### src/rtl/pmem_loader_pkg.sv
// Shared constants and types for the boot-time program loader.
package pmem_loader_pkg;

  localparam int unsigned ILen         = 32;
  localparam int unsigned AddrWidth    = 16;
  localparam int unsigned IdxWidth     = AddrWidth - 2;
  localparam int unsigned MaxWords     = 2 ** IdxWidth;
  localparam int unsigned BytesPerWord = 4;
  localparam int unsigned HeaderBytes  = 2;

  typedef enum logic [2:0] {
    LOAD_LEN_LO,
    LOAD_LEN_HI,
    LOAD_DATA,
    LOAD_CSUM,
    LOAD_DONE,
    LOAD_ERROR
  } load_state_e;

endpackage

### src/rtl/pmem_loader_if.sv
// Byte-stream input and program-memory write port of the loader.
// master: byte source / memory side; slave: the loader itself.
interface pmem_loader_if;
  import pmem_loader_pkg::*;

  logic                 rx_valid;
  logic [7:0]           rx_data;
  logic                 rx_ready;
  logic                 pmem_we;
  logic [AddrWidth-1:0] pmem_waddr;
  logic [ILen-1:0]      pmem_wdata;

  modport master (
    output rx_valid, rx_data,
    input  rx_ready, pmem_we, pmem_waddr, pmem_wdata
  );

  modport slave (
    input  rx_valid, rx_data,
    output rx_ready, pmem_we, pmem_waddr, pmem_wdata
  );

endinterface

### src/rtl/pmem_word_packer.sv
// Collects bytes into little-endian 32-bit words. word_valid_o is raised
// combinationally together with the fourth byte of each word.
module pmem_word_packer
  import pmem_loader_pkg::*;
(
  input  logic            clk_i,
  input  logic            rst_ni,
  input  logic            clear_i,
  input  logic            byte_valid_i,
  input  logic [7:0]      byte_i,
  output logic            word_valid_o,
  output logic [ILen-1:0] word_o
);

  localparam logic [1:0] LastByte = 2'(BytesPerWord - 1);

  logic [1:0]  cnt_q, cnt_d;
  logic [23:0] buf_q, buf_d;

  // Next byte position and partial-word buffer update.
  always_comb begin
    cnt_d = cnt_q;
    buf_d = buf_q;
    if (clear_i) begin
      cnt_d = '0;
      buf_d = '0;
    end else if (byte_valid_i) begin
      cnt_d = cnt_q + 2'd1;
      unique case (cnt_q)
        2'd0:    buf_d[7:0]   = byte_i;
        2'd1:    buf_d[15:8]  = byte_i;
        2'd2:    buf_d[23:16] = byte_i;
        default: ;
      endcase
    end
  end

  // Byte counter and buffer registers.
  always_ff @(posedge clk_i or negedge rst_ni) begin
    if (!rst_ni) begin
      cnt_q <= '0;
      buf_q <= '0;
    end else begin
      cnt_q <= cnt_d;
      buf_q <= buf_d;
    end
  end

  assign word_valid_o = byte_valid_i && (cnt_q == LastByte);
  assign word_o       = {byte_i, buf_q};

endmodule

### src/rtl/pmem_loader.sv
// Boot-time program loader: parses a length-prefixed byte stream, writes
// 32-bit words to program memory from address 0 and holds the core in reset
// until the image is complete. Define PMEM_LOADER_CHECKSUM_EN to require a
// trailing XOR checksum byte before the core is released.
module pmem_loader
  import pmem_loader_pkg::*;
(
  input  logic         clk_i,
  input  logic         rst_ni,
  input  logic         start_i,
  pmem_loader_if.slave bus,
  output logic         core_rst_no,
  output logic         busy_o,
  output logic         done_o,
  output logic         err_o
);

`ifdef PMEM_LOADER_CHECKSUM_EN
  localparam load_state_e AfterData = LOAD_CSUM;
`else
  localparam load_state_e AfterData = LOAD_DONE;
`endif

  load_state_e          state_q, state_d;
  logic                 rx_ready, accept, restart, idle;
  logic                 byte_valid, word_valid, last_word;
  logic [ILen-1:0]      word;
  logic [15:0]          n_hdr;
  logic [7:0]           len_lo_q;
  logic [IdxWidth-1:0]  len_m1_q, idx_q;
  logic                 we_q, rst_n_q, done_q, err_q;
  logic [AddrWidth-1:0] waddr_q;
  logic [ILen-1:0]      wdata_q;
`ifdef PMEM_LOADER_CHECKSUM_EN
  logic [7:0]           csum_q;
`endif

  assign idle       = (state_q == LOAD_DONE) || (state_q == LOAD_ERROR);
  assign rx_ready   = !idle;
  assign accept     = bus.rx_valid && rx_ready;
  assign restart    = start_i && idle;
  assign byte_valid = accept && (state_q == LOAD_DATA);
  assign n_hdr      = {bus.rx_data, len_lo_q};
  assign last_word  = (idx_q == len_m1_q);

  pmem_word_packer u_packer (
    .clk_i        (clk_i),
    .rst_ni       (rst_ni),
    .clear_i      (restart),
    .byte_valid_i (byte_valid),
    .byte_i       (bus.rx_data),
    .word_valid_o (word_valid),
    .word_o       (word)
  );

  // Next-state logic of the frame parser.
  always_comb begin
    state_d = state_q;
    unique case (state_q)
      LOAD_LEN_LO: if (accept) state_d = LOAD_LEN_HI;
      LOAD_LEN_HI: begin
        if (accept) begin
          if ({1'b0, n_hdr} > 17'(MaxWords)) state_d = LOAD_ERROR;
          else if (n_hdr == '0)              state_d = AfterData;
          else                               state_d = LOAD_DATA;
        end
      end
      LOAD_DATA: if (word_valid && last_word) state_d = AfterData;
`ifdef PMEM_LOADER_CHECKSUM_EN
      LOAD_CSUM: begin
        if (accept) state_d = (bus.rx_data == csum_q) ? LOAD_DONE : LOAD_ERROR;
      end
`endif
      LOAD_DONE, LOAD_ERROR: if (start_i) state_d = LOAD_LEN_LO;
      default: state_d = LOAD_LEN_LO;
    endcase
  end

  // State register.
  always_ff @(posedge clk_i or negedge rst_ni) begin
    if (!rst_ni) state_q <= LOAD_LEN_LO;
    else         state_q <= state_d;
  end

  // Captured length and write index; the index stops at the last word.
  always_ff @(posedge clk_i or negedge rst_ni) begin
    if (!rst_ni) begin
      len_lo_q <= '0;
      len_m1_q <= '0;
      idx_q    <= '0;
    end else begin
      if (state_q == LOAD_LEN_LO && accept) len_lo_q <= bus.rx_data;
      if (state_q == LOAD_LEN_HI && accept) len_m1_q <= IdxWidth'(n_hdr - 16'd1);
      if (restart)                         idx_q <= '0;
      else if (word_valid && !last_word)   idx_q <= idx_q + 1'b1;
    end
  end

  // Program-memory write port; address and data hold between strobes.
  always_ff @(posedge clk_i or negedge rst_ni) begin
    if (!rst_ni) begin
      we_q    <= 1'b0;
      waddr_q <= '0;
      wdata_q <= '0;
    end else begin
      we_q <= word_valid;
      if (word_valid) begin
        waddr_q <= {idx_q, 2'b00};
        wdata_q <= word;
      end
    end
  end

  // Status outputs follow the state being entered so they switch on that edge.
  always_ff @(posedge clk_i or negedge rst_ni) begin
    if (!rst_ni) begin
      rst_n_q <= 1'b0;
      done_q  <= 1'b0;
      err_q   <= 1'b0;
    end else begin
      rst_n_q <= (state_d == LOAD_DONE);
      done_q  <= (state_d == LOAD_DONE);
      err_q   <= (state_d == LOAD_ERROR);
    end
  end

`ifdef PMEM_LOADER_CHECKSUM_EN
  // Running XOR over data bytes only.
  always_ff @(posedge clk_i or negedge rst_ni) begin
    if (!rst_ni)         csum_q <= '0;
    else if (restart)    csum_q <= '0;
    else if (byte_valid) csum_q <= csum_q ^ bus.rx_data;
  end
`endif

  assign bus.rx_ready   = rx_ready;
  assign bus.pmem_we    = we_q;
  assign bus.pmem_waddr = waddr_q;
  assign bus.pmem_wdata = wdata_q;
  assign core_rst_no    = rst_n_q;
  assign done_o         = done_q;
  assign err_o          = err_q;
  assign busy_o         = !idle;

endmodule
### src/flat_wrapper.sv
// flat-port wrapper written by rule: the top's interface ports become plain ports
module pmem_loader_flat import pmem_loader_pkg::*;
  (clk_i, rst_ni, start_i, core_rst_no, busy_o, done_o, err_o, bus_rx_valid, bus_rx_data, bus_rx_ready, bus_pmem_we, bus_pmem_waddr, bus_pmem_wdata);
  pmem_loader_if bus_i ();
  input  logic clk_i;
  input  logic rst_ni;
  input  logic start_i;
  output logic core_rst_no;
  output logic busy_o;
  output logic done_o;
  output logic err_o;
  input wire logic [$bits(bus_i.rx_valid)-1:0] bus_rx_valid;
  input wire logic [$bits(bus_i.rx_data)-1:0] bus_rx_data;
  output wire logic [$bits(bus_i.rx_ready)-1:0] bus_rx_ready;
  output wire logic [$bits(bus_i.pmem_we)-1:0] bus_pmem_we;
  output wire logic [$bits(bus_i.pmem_waddr)-1:0] bus_pmem_waddr;
  output wire logic [$bits(bus_i.pmem_wdata)-1:0] bus_pmem_wdata;
  assign bus_i.rx_valid = bus_rx_valid;
  assign bus_i.rx_data = bus_rx_data;
  assign bus_rx_ready = bus_i.rx_ready;
  assign bus_pmem_we = bus_i.pmem_we;
  assign bus_pmem_waddr = bus_i.pmem_waddr;
  assign bus_pmem_wdata = bus_i.pmem_wdata;
  pmem_loader u_core (.clk_i(clk_i), .rst_ni(rst_ni), .start_i(start_i), .bus(bus_i), .core_rst_no(core_rst_no), .busy_o(busy_o), .done_o(done_o), .err_o(err_o));
endmodule
### config.mk
export PLATFORM = sky130hd
export DESIGN_NAME = pmem_loader_flat
export DESIGN_NICKNAME = d
export VERILOG_FILES = /design/src/rtl/pmem_loader_pkg.sv /design/src/rtl/pmem_loader_if.sv /design/src/rtl/pmem_word_packer.sv /design/src/rtl/pmem_loader.sv /design/src/flat_wrapper.sv
export SDC_FILE = /design/constraint.sdc
export NUM_CORES = 1
export LEC_CHECK = 0
export ABC_CLOCK_PERIOD_IN_PS = 2100
export CORE_MARGIN = 8
export CORE_UTILIZATION = 40
export CTS_BUF_LIST = sky130_fd_sc_hd__clkbuf_4 sky130_fd_sc_hd__clkbuf_8
export CTS_CLUSTER_SIZE = 30
export DETAILED_ROUTE_END_ITERATION = 7
export HOLD_SLACK_MARGIN = 0.08
export PLACE_DENSITY = 0.66
export REMOVE_ABC_BUFFERS = 1
export SYNTH_ARGS = -nofsm -noshare
export SYNTH_HDL_FRONTEND = slang
export SYNTH_SLANG_ARGS = --single-unit
export TNS_END_PERCENT = 30
### constraint.sdc
create_clock -name clk_i -period 2.1 [get_ports clk_i]
set_input_delay 0.21 -clock clk_i [delete_from_list [all_inputs] [get_ports clk_i]]
set_output_delay 0.21 -clock clk_i [all_outputs]
set_load 0.005 [all_outputs]
==> report_table.html <==
<table>
<tr><th>Metric</th><th>Value</th></tr>
<tr><th colspan="2">Global route</th></tr>
<tr><td>Initial antenna violation count</td><td>0</td></tr>
<tr><td>First-pass GRT wire length</td><td>about 20 mm</td></tr>
<tr><td>Overall track demand over capacity in global routing</td><td>0.1501</td></tr>
<tr><td>Overall overflow remaining after global route</td><td>0</td></tr>
<tr><td>Vias in the first global route</td><td>4112</td></tr>
<tr><td>Maximum number of pins on one net before global-route repair</td><td>78</td></tr>
<tr><th colspan="2">Clock tree</th></tr>
<tr><td>Number of buffers inserted during clock tree synthesis</td><td>17</td></tr>
<tr><td>CTS H-Tree Depth</td><td>4</td></tr>
<tr><td>Number of buffers added for setup after CTS</td><td>0</td></tr>
<tr><td>Clock Path Buffers</td><td>2</td></tr>
<tr><td>Worst-Skew Late Latency</td><td>0.43 ns</td></tr>
<tr><td>Count of instances resized after the clock tree is built</td><td>0</td></tr>
<tr><td>Sinks on the clock net</td><td>114</td></tr>
<tr><td>TritonCTS clock tree</td><td>done</td></tr>
<tr><td>Clock Pin Slew Worst Setup and Hold Paths</td><td>0.07 ns</td></tr>
<tr><td>Library cell used as clock root buffer</td><td>sky130_fd_sc_hd__clkbuf_8</td></tr>
<tr><th colspan="2">Pwr</th></tr>
<tr><td>Combinational power share</td><td>0.211</td></tr>
<tr><td>VDD IR max</td><td>0.4868 mV</td></tr>
<tr><td>Switching power</td><td>1850 uW</td></tr>
<tr><td>Switching Share</td><td>0.2831</td></tr>
<tr><td>Static leakage power</td><td>0.002983 uW</td></tr>
<tr><td>Total power density per cell area</td><td>between 1000 and 1500 nW/um^2</td></tr>
<tr><td>Int Power</td><td>~4700 uW</td></tr>
<tr><td>Clk network pwr share</td><td>0.365</td></tr>
<tr><td>Sequential Power Share</td><td>0.425</td></tr>
<tr><th colspan="2">Finish</th></tr>
<tr><td>Number of standard cells in the final layout excluding fillers</td><td>815</td></tr>
<tr><td>Layout Cell Area excl Fill</td><td>approximately 6500 um^2</td></tr>
<tr><td>Share of post-route cells with drive strength above 1</td><td>0.1198</td></tr>
<tr><td>Area growth from synthesis to layout</td><td>26.64%</td></tr>
<tr><td>Nets@finish</td><td>approximately 650</td></tr>
<tr><td>Number of antenna cells inserted</td><td>0</td></tr>
<tr><th colspan="2">Worst setup path</th></tr>
<tr><td>Worst endpoint data arrival time</td><td>2.28 ns</td></tr>
<tr><td>Data required time at the worst endpoint</td><td>between 2 and 2.5 ns</td></tr>
<tr><td>Reg-to-Reg Start</td><td>u_core.state_q[2]$_DFF_PN0_</td></tr>
<tr><td>Maximum fanout along the worst path</td><td>12</td></tr>
<tr><td>Depth of the most critical reg-to-reg path</td><td>6</td></tr>
<tr><td>CP Class</td><td>reg -&gt; reg</td></tr>
<tr><td>Critical path startpoint category</td><td>register</td></tr>
<tr><td>End of the worst register-to-register path</td><td>u_core.idx_q[8]$_DFFE_PN0P_</td></tr>
<tr><td>Setup slack, reg-to-reg</td><td>0.17 ns</td></tr>
<tr><td>Cell with the largest stage delay on the worst path</td><td>sky130_fd_sc_hd__or4_1</td></tr>
<tr><td>Worst path cell trace</td><td>and4bb_2 -&gt; nand2_2 -&gt; inv_2 -&gt; nand2_1 -&gt; or4_1 -&gt; a21oi_1</td></tr>
<tr><td>Setup crit end kind</td><td>register</td></tr>
<tr><td>Peak per-stage delay on the critical path</td><td>roughly 0.53 ns</td></tr>
<tr><th colspan="2">STA</th></tr>
<tr><td>Number of hold violations in the final report</td><td>0</td></tr>
<tr><td>Max-slew violations</td><td>0</td></tr>
<tr><td>Unrepaired setup endpoints after global routing</td><td>false</td></tr>
<tr><td>Final setup violation count</td><td>0</td></tr>
<tr><td>Final setup skew</td><td>0.01071 ns</td></tr>
<tr><td>Aggregate negative setup slack</td><td>0 ns</td></tr>
<tr><td>Post-route minimum period</td><td>1.927 ns</td></tr>
<tr><td>Post-route worst hold slack</td><td>0.1467 ns</td></tr>
<tr><td>Crit path setup slack, layout</td><td>0.1733 ns</td></tr>
<tr><td>Final Cycle Share</td><td>0.9175</td></tr>
<tr><td>Highest clock rate</td><td>about 520 MHz</td></tr>
<tr><th colspan="2">Route</th></tr>
<tr><td>Number of DRC markers in iteration 0</td><td>263</td></tr>
<tr><td>Routed wire length per instance</td><td>14.62 um</td></tr>
<tr><td>Via-per-instance ratio</td><td>4.926</td></tr>
<tr><td>Drc violations</td><td>0</td></tr>
<tr><td>Detailed-route via count</td><td>~4000</td></tr>
<tr><td>Detailed-router iteration count before antenna repair</td><td>4</td></tr>
<tr><td>Number of antenna-violating nets in the routed design</td><td>0</td></tr>
<tr><td>Final wirelength</td><td>11.91 mm</td></tr>
<tr><th colspan="2">Die</th></tr>
<tr><td>Starting Density</td><td>0.4092</td></tr>
<tr><td>Core footprint</td><td>12570 um^2</td></tr>
<tr><td>IO Count</td><td>66</td></tr>
<tr><td>Standard-cell row count</td><td>41</td></tr>
<tr><td>DIE AREA</td><td>around 17000 um^2</td></tr>
<tr><td>Die W</td><td>129.4 um</td></tr>
<tr><td>Die height</td><td>around 130 um</td></tr>
<tr><th colspan="2">Placed design</th></tr>
<tr><td>Pre-CTS setup slack</td><td>-0.03333 ns</td></tr>
<tr><td>DP Cell Count</td><td>784</td></tr>
<tr><td>RD Place Congestion</td><td>0.8281</td></tr>
<tr><td>Detailed placement HPWL</td><td>8.277 mm</td></tr>
<tr><td>IO buf count</td><td>63</td></tr>
<tr><td>Placement Cell Area</td><td>6041 um^2</td></tr>
<tr><th colspan="2">Yosys</th></tr>
<tr><td>Number of flops mapped to enable cells by yosys</td><td>0</td></tr>
<tr><td>Area share of the leading cell type in the synthesized netlist</td><td>0.5547</td></tr>
<tr><td>Commonest cells in the synthesized netlist</td><td>191 x sky130_fd_sc_hd__nand2_1, 114 x sky130_fd_sc_hd__dfrtp_1, 37 x sky130_fd_sc_hd__a21oi_1, 29 x sky130_fd_sc_hd__nand3_1, 23 x sky130_fd_sc_hd__xnor2_1</td></tr>
<tr><td>Flop and latch count out of synthesis</td><td>114</td></tr>
<tr><td>Post-Syn Area per Cell</td><td>about 9 um^2</td></tr>
<tr><td>Cells after Synth</td><td>around 560</td></tr>
<tr><td>Unique cell type count in the Yosys netlist</td><td>43</td></tr>
<tr><td>Post-synth top area cell</td><td>sky130_fd_sc_hd__dfrtp_1</td></tr>
<tr><td>Portion of the post-synthesis area used by sequential elements</td><td>0.5547</td></tr>
<tr><td>Count leader, synth</td><td>sky130_fd_sc_hd__nand2_1</td></tr>
<tr><td>Async S/R FF share, synth</td><td>1.000</td></tr>
<tr><td>Mapped cell area</td><td>5142 um^2</td></tr>
<tr><td>Most used flip-flop cell after synthesis</td><td>sky130_fd_sc_hd__dfrtp_1</td></tr>
<tr><td>Yosys Warn Count</td><td>0</td></tr>
<tr><td>Top area cells in the synthesized netlist</td><td>sky130_fd_sc_hd__dfrtp_1 55%, sky130_fd_sc_hd__nand2_1 14%, sky130_fd_sc_hd__xnor2_1 3.9%</td></tr>
<tr><th colspan="2">Run</th></tr>
<tr><td>Reported max-cap violation count</td><td>0</td></tr>
<tr><th colspan="2">Run status</th></tr>
<tr><td>Run status</td><td>finished, final reports clean</td></tr>
<tr><th colspan="2">Worst hold path</th></tr>
<tr><td>Worst min-delay path category</td><td>in -&gt; async</td></tr>
</table>
==> what timing repair did <==
action | in CTS | in global routing
endpoints found under the setup margin | 0 | 0
hold buffers | 1 | 0
endpoints found under the hold margin | 114 | 0
==> area by class of cell <==
class | instances | area [um^2]
repair buffers | 92 | 873.3
well taps | 172 | 215.2
multi-input cells | 398 | 2076
inverters | 9 | 33.78
clock inverters | 9 | 178.9
flip-flops and latches | 114 | 2853
clock buffers | 21 | 282.8
fillers | 1156 | 6056
==> state kept, by name, summed over array words and instances, names as in the netlist <==
name and cells:
u_core.len_lo_q 8, u_core.u_packer.cnt_q 2, u_core.idx_q 14, u_core.bus.pmem_we 1
u_core.bus.pmem_waddr 14, u_core.state_q 3, u_core.bus.pmem_wdata 32, u_core.len_m1_q 14
u_core.err_o 1, u_core.u_packer.buf_q 24, u_core.core_rst_no 1
==> metal layers <==
layer	vias up	global-route usage	part of all wire	wire length [um]
li1	1993	-	-	-
met1	1942	0.1828	0.44	5282
met2	71	0.2451	0.49	5874
met3	9	0.04355	0.054	641
met4	0	0.06012	0.0097	115
met5	-	0	0	0
==> placed cells by master, fill, tap and decap left out, types with 3 or more instances in the layout <==
| cell | n |
|---|---|
| sky130_fd_sc_hd__a21oi_1 | 37 |
| sky130_fd_sc_hd__a31oi_1 | 3 |
| sky130_fd_sc_hd__buf_4 | 27 |
| sky130_fd_sc_hd__bufinv_16 | 5 |
| sky130_fd_sc_hd__clkbuf_8 | 20 |
| sky130_fd_sc_hd__clkdlybuf4s50_1 | 62 |
| sky130_fd_sc_hd__dfrtp_1 | 114 |
| sky130_fd_sc_hd__ha_1 | 7 |
| sky130_fd_sc_hd__inv_1 | 8 |
| sky130_fd_sc_hd__mux2_2 | 6 |
| sky130_fd_sc_hd__mux2i_1 | 4 |
| sky130_fd_sc_hd__nand2_1 | 191 |
| sky130_fd_sc_hd__nand3_1 | 29 |
| sky130_fd_sc_hd__nand4_1 | 8 |
| sky130_fd_sc_hd__nor2_1 | 17 |
| sky130_fd_sc_hd__nor4_1 | 4 |
| sky130_fd_sc_hd__o21ai_0 | 21 |
| sky130_fd_sc_hd__o31ai_1 | 7 |
| sky130_fd_sc_hd__or3_1 | 5 |
| sky130_fd_sc_hd__or4_1 | 7 |
| sky130_fd_sc_hd__xnor2_1 | 23 |
==> through the flow <==
stage | util | power (uW)
after floorplan | - | 3618
after global placement | 0.4806 | 4147
after detailed placement | 0.4806 | 4202
after CTS | 0.5182 | 6601
after global routing | 0.5182 | 6909
final | 0.5182 | 6535
==> worst max-delay path by stage <==
stage / startpoint / end / slack, ns / cells after the start
2_1_floorplan: u_core.state_q[2]$_DFF_PN0_ / u_core.idx_q[8]$_DFFE_PN0P_ / -1.01 / 6
3_3_place_gp: bus_rx_data[4] / u_core.core_rst_no$_DFF_PN0_ / 0.01 / 8
3_5_place_dp: bus_rx_valid / u_core.idx_q[8]$_DFFE_PN0P_ / -0.03 / 7
4_1_cts: u_core.len_lo_q[0]$_DFFE_PN0P_ / u_core.core_rst_no$_DFF_PN0_ / 0.16 / 8
5_1_grt: u_core.state_q[2]$_DFF_PN0_ / u_core.idx_q[8]$_DFFE_PN0P_ / 0.03 / 6
6_report: u_core.state_q[2]$_DFF_PN0_ / u_core.idx_q[8]$_DFFE_PN0P_ / 0.17 / 6
==> power by group through the flow <==
stage          registers (uW)  clock network, uW  logic, uW
6_report                 2770               2380       1380
5_1_grt                  2820               2540       1550
4_1_cts                  2770               2430       1390
3_5_place_dp             2810                  0       1390
3_3_place_gp             2800                  0       1350
2_1_floorplan            2780                  0        842
==> worst max-delay path, delay by kind of cell, from the launching register on <==
family                 cells  cell delay (ns)
AND/OR/NAND/NOR            4             1.17
flip-flops                 1             0.43
AO/OA/AOI/OAI              1             0.15
buffers and inverters      1             0.10
==> kinds of logic after synthesis <==
| kind of cell | after synthesis | synth area share |
|---|---|---|
| mux | 10 | 0.02092 |
| xor+xnor | 25 | 0.04258 |
| flops | 114 | 0.5547 |
| buf+inv | 48 | 0.04282 |
| compound gates | 72 | 0.07689 |
| simple gates | 282 | 0.2443 |
| other cells | 1 | 0.0007292 |
| fa+ha+maj | 7 | 0.01703 |
Note: power is estimated with default switching activity, not from simulation.
